<file path="config.mk">
export PLATFORM = sky130hd
export DESIGN_NAME = sdf_twiddle_mul
export DESIGN_NICKNAME = d
export VERILOG_FILES = /design/src/rtl/sdf_twiddle_mul.sv
export SDC_FILE = /design/constraint.sdc
export NUM_CORES = 2
export LEC_CHECK = 0
export BUFFER_PORTS_ARGS = -buffer_cell sky130_fd_sc_hd__buf_4
export CELL_PAD_IN_SITES_DETAIL_PLACEMENT = 1
export CELL_PAD_IN_SITES_GLOBAL_PLACEMENT = 1
export CORE_ASPECT_RATIO = 1.75
export CORE_UTILIZATION = 53
export CTS_BUF_LIST = sky130_fd_sc_hd__clkbuf_4
export DETAILED_ROUTE_END_ITERATION = 16
export HOLD_SLACK_MARGIN = 0.08
export PLACE_DENSITY_LB_ADDON = 0.25
export RECOVER_POWER = 50
export SYNTH_ARGS = -nofsm -noshare
export SYNTH_HDL_FRONTEND = slang
export SYNTH_SLANG_ARGS = --single-unit
</file>
<file path="constraint.sdc">
create_clock -name clock -period 15.5 [get_ports clock]
set_clock_uncertainty 0.15 [all_clocks]
set_input_delay 3.1 -clock clock [delete_from_list [all_inputs] [get_ports clock]]
set_output_delay 3.1 -clock clock [all_outputs]
set_load 0.005 [all_outputs]
</file>
<file path="src/rtl/sdf_twiddle_mul.sv">
// Twiddle-multiply stage of a radix-2^2 SDF FFT: frame counter, table addressing,
// complex rotation with rounding/saturation, and bypass for the trivial twiddle.
module sdf_twiddle_mul #(
  parameter int WIDTH = 16,
  parameter int LOG_N = 6
) (
  input  logic             clock,
  input  logic             reset,
  input  logic             di_en,
  input  logic [WIDTH-1:0] di_re,
  input  logic [WIDTH-1:0] di_im,
  output logic [LOG_N-1:0] tw_addr,
  input  logic [WIDTH-1:0] tw_re,
  input  logic [WIDTH-1:0] tw_im,
  output logic             do_en,
  output logic [WIDTH-1:0] do_re,
  output logic [WIDTH-1:0] do_im,
  output logic             do_last
);

  localparam logic signed [2*WIDTH:0]  RND     = (2*WIDTH+1)'(2**(WIDTH-2));
  localparam logic signed [WIDTH+1:0]  SAT_MAX = {3'b000, {(WIDTH-1){1'b1}}};
  localparam logic signed [WIDTH+1:0]  SAT_MIN = {3'b111, {(WIDTH-1){1'b0}}};

  logic [LOG_N-1:0] cnt;
  logic [1:0]       k;
  logic [LOG_N-3:0] n;

  // Quadrant index is bit-reversed so the row order matches the radix-2^2 decomposition.
  assign k       = {cnt[LOG_N-2], cnt[LOG_N-1]};
  assign n       = cnt[LOG_N-3:0];
  assign tw_addr = {2'b00, n} * {{(LOG_N-2){1'b0}}, k};

  logic                      s1_v, s1_byp, s1_last;
  logic signed [WIDTH-1:0]   s1_re, s1_im;
  logic                      s2_v, s2_byp, s2_last;
  logic        [WIDTH-1:0]   s2_re, s2_im;
  logic signed [2*WIDTH-1:0] s2_rr, s2_ii, s2_ri, s2_ir;
  logic                      s3_v, s3_byp, s3_last;
  logic        [WIDTH-1:0]   s3_re, s3_im;
  logic signed [2*WIDTH:0]   s3_sr, s3_si;

  logic signed [2*WIDTH:0] sr_rnd, si_rnd;
  logic                    unused_lsb;

  assign sr_rnd     = s3_sr + RND;
  assign si_rnd     = s3_si + RND;
  assign unused_lsb = ^{sr_rnd[WIDTH-2:0], si_rnd[WIDTH-2:0]};

  function automatic logic [WIDTH-1:0] sat(input logic signed [WIDTH+1:0] v);
    if (v > SAT_MAX) return SAT_MAX[WIDTH-1:0];
    if (v < SAT_MIN) return SAT_MIN[WIDTH-1:0];
    return v[WIDTH-1:0];
  endfunction

  always_ff @(posedge clock or posedge reset) begin
    if (reset) begin
      cnt     <= '0;
      s1_v    <= 1'b0;
      s1_byp  <= 1'b0;
      s1_last <= 1'b0;
      s1_re   <= '0;
      s1_im   <= '0;
      s2_v    <= 1'b0;
      s2_byp  <= 1'b0;
      s2_last <= 1'b0;
      s2_re   <= '0;
      s2_im   <= '0;
      s2_rr   <= '0;
      s2_ii   <= '0;
      s2_ri   <= '0;
      s2_ir   <= '0;
      s3_v    <= 1'b0;
      s3_byp  <= 1'b0;
      s3_last <= 1'b0;
      s3_re   <= '0;
      s3_im   <= '0;
      s3_sr   <= '0;
      s3_si   <= '0;
      do_en   <= 1'b0;
      do_last <= 1'b0;
      do_re   <= '0;
      do_im   <= '0;
    end else begin
      if (di_en) cnt <= cnt + 1'b1;
      // Stage 1: capture sample; the table registers tw for tw_addr on this same edge.
      s1_v    <= di_en;
      s1_byp  <= (tw_addr == '0);
      s1_last <= (cnt == {LOG_N{1'b1}});
      s1_re   <= $signed(di_re);
      s1_im   <= $signed(di_im);
      // Stage 2: twiddle now aligned with the stage-1 sample.
      s2_v    <= s1_v;
      s2_byp  <= s1_byp;
      s2_last <= s1_last;
      s2_re   <= s1_re;
      s2_im   <= s1_im;
      s2_rr   <= s1_re * $signed(tw_re);
      s2_ii   <= s1_im * $signed(tw_im);
      s2_ri   <= s1_re * $signed(tw_im);
      s2_ir   <= s1_im * $signed(tw_re);
      // Stage 3: complex sums at full precision.
      s3_v    <= s2_v;
      s3_byp  <= s2_byp;
      s3_last <= s2_last;
      s3_re   <= s2_re;
      s3_im   <= s2_im;
      s3_sr   <= {s2_rr[2*WIDTH-1], s2_rr} - {s2_ii[2*WIDTH-1], s2_ii};
      s3_si   <= {s2_ri[2*WIDTH-1], s2_ri} + {s2_ir[2*WIDTH-1], s2_ir};
      // Output: round, saturate or bypass; data holds while invalid.
      do_en   <= s3_v;
      do_last <= s3_v & s3_last;
      if (s3_v) begin
        do_re <= s3_byp ? s3_re : sat(sr_rnd[2*WIDTH:WIDTH-1]);
        do_im <= s3_byp ? s3_im : sat(si_rnd[2*WIDTH:WIDTH-1]);
      end
    end
  end

endmodule

</file>
### Word-level counts from Yosys, hierarchy flattened

Cells that the tools add are included.

* add/subtract/negate cells: 5
* $mul: 5
* magnitude comparators: 4
* eq/ne operators: 1
* multiplexer cells: 20
* bitwise operators: 1
* reduce and logical (&&, ||, !) cells: 1

Operator list (number)
* $mux W16: 10
* $mul A16 B16 Y32: 4
* $add A33 B16 Y33 const B: 2
* $gt A18 B16 Y1 const B: 2
* $lt A18 B16 Y1 const B: 2
* $add A32 B32 Y33: 1
* $sub A32 B32 Y33: 1
* $mux W1: 10
* $add A6 B1 Y6 const B: 1
* $eq A6 B6 Y1 const B: 1
* $logic_not A6 Y1: 1
* $mul A4 B2 Y6: 1
* $and A1 B1 Y1: 1

* register bits: 339
* input port bits: 67
* output and inout port bits: 40
* logic and storage cells: 63

### Longest topological paths before layout

* word-level depth: 9
* depth in mapped cells: 26
* gate-level depth less buffers: 24

### Worst setup path after synthesis

OpenSTA, ideal clock, no wires.

* path type: input port to flip-flop
* start point: input port tw_im[1]
* end point: register s2_ii[31]
* setup time: 0.080 ns
* data arrival time: 8.868 ns
* data required time: 15.270 ns
* slack: 6.402 ns
* cell stages on the path: 21
* path buffers: 1
* path through: clkbuf_1 -> nand2_1 -> inv_1 -> fa_1 -> fa_1 -> fa_1 -> fa_1 -> fa_1 -> inv_1 -> fa_1 -> inv_1 -> ha_1 -> a21o_1 -> a221o_1 -> a21o_1 -> nand3_1 -> nand2_1 -> a2111oi_2 -> o41ai_1 -> a21oi_1 -> xnor2_1

* cells in the longest elaborated chain, start to end: 1

RTL lines
* from (decl): RTL line 14 `input logic [WIDTH-1:0] tw_im,`
* $mul A16 B16 Y32: RTL line 99 `s2_ii <= s1_im * $signed(tw_im);`
* to (signal assigned): RTL line 99
* to (decl): RTL line 38 `logic signed [2*WIDTH-1:0] s2_rr, s2_ii, s2_ri, s2_ir;`

No other way between the ends.
A chain may end at the register's enable or synchronous reset.

### Final worst setup path

* start point: input port tw_re[1]
* end point: register s2_rr[30]

* cells in the longest elaborated chain, start to end: 1

RTL lines
* from (decl): RTL line 13 `input logic [WIDTH-1:0] tw_re,`
* $mul A16 B16 Y32: RTL line 98 `s2_rr <= s1_re * $signed(tw_re);`
* to (signal assigned): RTL line 98
* to (decl): RTL line 38

No other way between the ends.

==> results.json <==
{
  "hold_violations": 0,
  "synth_warnings": 0,
  "synth_compound_gate_area_share_pct": 6.150,
  "cpMaxStageDelayCell": "fa_1",
  "seq_area_um2": 7782,
  "period_share_pct": 58.61,
  "root_buffer": "clkbuf_4",
  "yosys_register_bits": 311,
  "post-route-min-period_ns": 9.084,
  "status": "finished, violations left",
  "hold_end": "s2_byp",
  "tns_ns": 0,
  "hold_path_depth": 0,
  "ctsResizeCount": 0,
  "synthAdderAreaFrac_pct": 50.93,
  "dr_wl_met2_um": 73830,
  "drive_gt1_share_pct": 5.372,
  "cts.sinks": 311,
  "synth_nets": 6738,
  "die_y_um": 412.2,
  "arrival_ns": 9.77,
  "overflow": 0,
  "worstPathRequired_ns": 16.18,
  "drc": 0,
  "worstHoldStart": "s1_byp",
  "numCtsBuffers": 82,
  "crit_top_cell": "fa_1",
  "avgViaCountPerCell": 5.498,
  "final_common_cell": "inv_1",
  "mostFrequentLayoutCells": "inv_1 (1217), fa_1 (1049), nand2_1 (548)",
  "synth_xor_area_share_pct": 3.626,
  "drv_slew": 1297,
  "worst_r2r_endpoint": "s2_rr[30]",
  "slowest_delay_ns": 0.87,
  "synth_area_per_cell_um2": 9.752,
  "cts_tree": "yes",
  "r2r_start": "s1_re[15]",
  "cts_hold_buffers": 0,
  "synthFlopType": "dfrtp_1",
  "rsz0062_at_grt": "false",
  "fillers": 10830,
  "clock_latency_ns": 0.98,
  "setup_slack_ns": 6.416,
  "synth_top_family_by_area": "adder cells",
  "syn_area_um2": 50960,
  "critPathLaunchType": "input port",
  "worstSetupPathType": "input port to flop",
  "syn_inst": 5226,
  "placementRows": 150,
  "top_layer_used": "met5",
  "core_area_um2": 95340,
  "r2r_cells": 21,
  "htreeDepth": 3,
  "grt_usage_pct": 29.92,
  "clk_pin_slew_ns": 0.07,
  "port_buffers": 106,
  "yosys.area_share.simple_pct": 13.44,
  "drt-total-wl_um": 136800,
  "violations": "max-capacitance violations, max-slew violations",
  "ys_types": 81,
  "yosysSeqAreaShare_pct": 15.27,
  "multi_input_area_um2": 37800,
  "drt_first_iter_violations": 1539,
  "finalSetupViolCount": 0,
  "dr.pass1.iters": 5,
  "final_antenna_net_count": 0,
  "cts_buffer_depth": 3,
  "max_freq_ghz": 0.1101,
  "critPathCaptureType": "flop",
  "die_w_um": 236.4,
  "hp-class": "flop to flop",
  "grt_pass1_vias": 42940,
  "relSlewSlack_pct": -274.6,
  "final_nets": 6751,
  "start_util_pct": 53.45,
  "die_area_um2": 97450,
  "path_max_fanout": 32,
  "wl_met3_um": 3992,
  "async_flop_share_pct": 100.0,
  "grt_max_degree": 128,
  "dp_hpwl_um": 104100,
  "io_pins": 107,
  "wire_per_inst_um": 20.93,
  "synth_edf_count": 0,
  "wl_met1_um": 49350,
  "place.gp.congestion": 0.8365,
  "synth_mux_area_share_pct": 0.06629,
  "grt_pass1_wl_um": 223900,
  "final_util_pct": 56.46,
  "dp.cells": 6371,
  "maxCapViolations": 36,
  "postCtsSetupBuffers": 0,
  "worstPathCellList": "buf_4 > nand2_1 > inv_1 > fa_1 > fa_1 > fa_1 > fa_1 > fa_1 > inv_1 > fa_1 > inv_1 > ha_1 > nand4_1 > nor3_1 > and3_1 > o21ai_0 > a41oi_1 > nor3_1 > o21bai_1 > a21oi_1 > xnor2_1",
  "syn2layout_area_growth_pct": 5.627,
  "place_ws_ns": 5.609,
  "antenna_found_initial": 8,
  "r2r_slack_ns": 7.06,
  "num_vias": 35940,
  "worst_slew_pin_slew_ns": 5.589,
  "instances_no_fill": 6537
}
[through the flow]
stage	hold slack, ns	instance area [µm²]
2_1_floorplan	0.1812	50960
3_3_place_gp	0.1812	52760
3_5_place_dp	0.1856	52760
4_1_cts	0.1647	53940
5_1_grt	0.1785	53830
6_report	0.1761	53830
[synth_stat cells, drive strengths merged, types with 6 or more instances]
library cell	number	area (µm²)
ha	396	4955
o211ai	7	57.55
a31o	9	78.83
nand2	548	2057
o21bai	23	172.7
a211o	6	52.55
and3	23	148.9
fa	1049	21000
a211oi	18	140.1
o21a	31	232.7
dfrtp	311	7782
nor2	114	427.9
inv	1218	4572
clkbuf	204	767.0
and2	512	3203
a21o	49	367.9
nor3	32	180.2
o41ai	6	78.83
or3	7	43.79
o22ai	19	125.1
nand4	17	112.6
a21oi	122	610.6
a31oi	9	62.56
xor2	60	525.5
nor2b	11	68.82
o21ai	99	495.5
xnor2	151	1323
o221a	14	157.7
nand3	41	205.2
a2111oi	6	65.06
nand2b	33	206.5
[worst max path at each step]
stage / start / to / slack [ns] / cells past startpoint
after CTS: tw_re[1] / s2_rr[30] / 6.68 / 21
after global routing: tw_re[0] / s2_rr[30] / 6.09 / 21
after global placement: tw_re[1] / s2_rr[30] / 5.94 / 21
after detailed placement: tw_re[1] / s2_rr[30] / 5.61 / 21
final: tw_re[1] / s2_rr[30] / 6.42 / 21
after floorplan: reset / cnt[0] / 3.65 / 1
[area by class of cell]
cell class,instances,area share (%)
clock buffers,109,1.520
clock inverters,41,0.6601
well taps,1216,2.826
inverters,1218,8.495
diodes,16,0.07438
repair buffers,138,1.753
flip-flops and latches,311,14.46
multi-input cells,3488,70.21
[cells by family after synthesis]
logic type | after synthesis
simple gates | 1364
fa+ha+maj | 1445
xor+xnor | 211
compound gates | 465
flops | 311
buf+inv | 1427
mux | 3
[critical path, delay by kind of cell]
family          cells  cell delay (ns)
fa+ha+maj           7             3.85
simple gates        5             1.16
compound gates      4             0.84
buf+inv             4             0.68
xor+xnor            1             0.13
[sequential cells by signal (all words and copies together) (netlist names), 6 cells and up]
register and cells:
s1_re 16, s1_im 16, s2_ri 32, s3_re 16
s2_ii 32, s3_sr 19, cnt 6, do_im 16
s3_im 16, s2_rr 32, s2_im 16, s3_si 19
do_re 16, s2_re 16, s2_ir 32
[per-layer routing]
| layer | vias up | GRT usage, % |
|---|---|---|
| met5 | - | 0 |
| met4 | 4 | 18.65 |
| met3 | 314 | 3.112 |
| met2 | 698 | 54.90 |
| met1 | 19270 | 33.01 |
| li1 | 15660 | - |
Power is not shown: default switching activity piles up to over one toggle a cycle in this logic, so the estimate is an artifact.
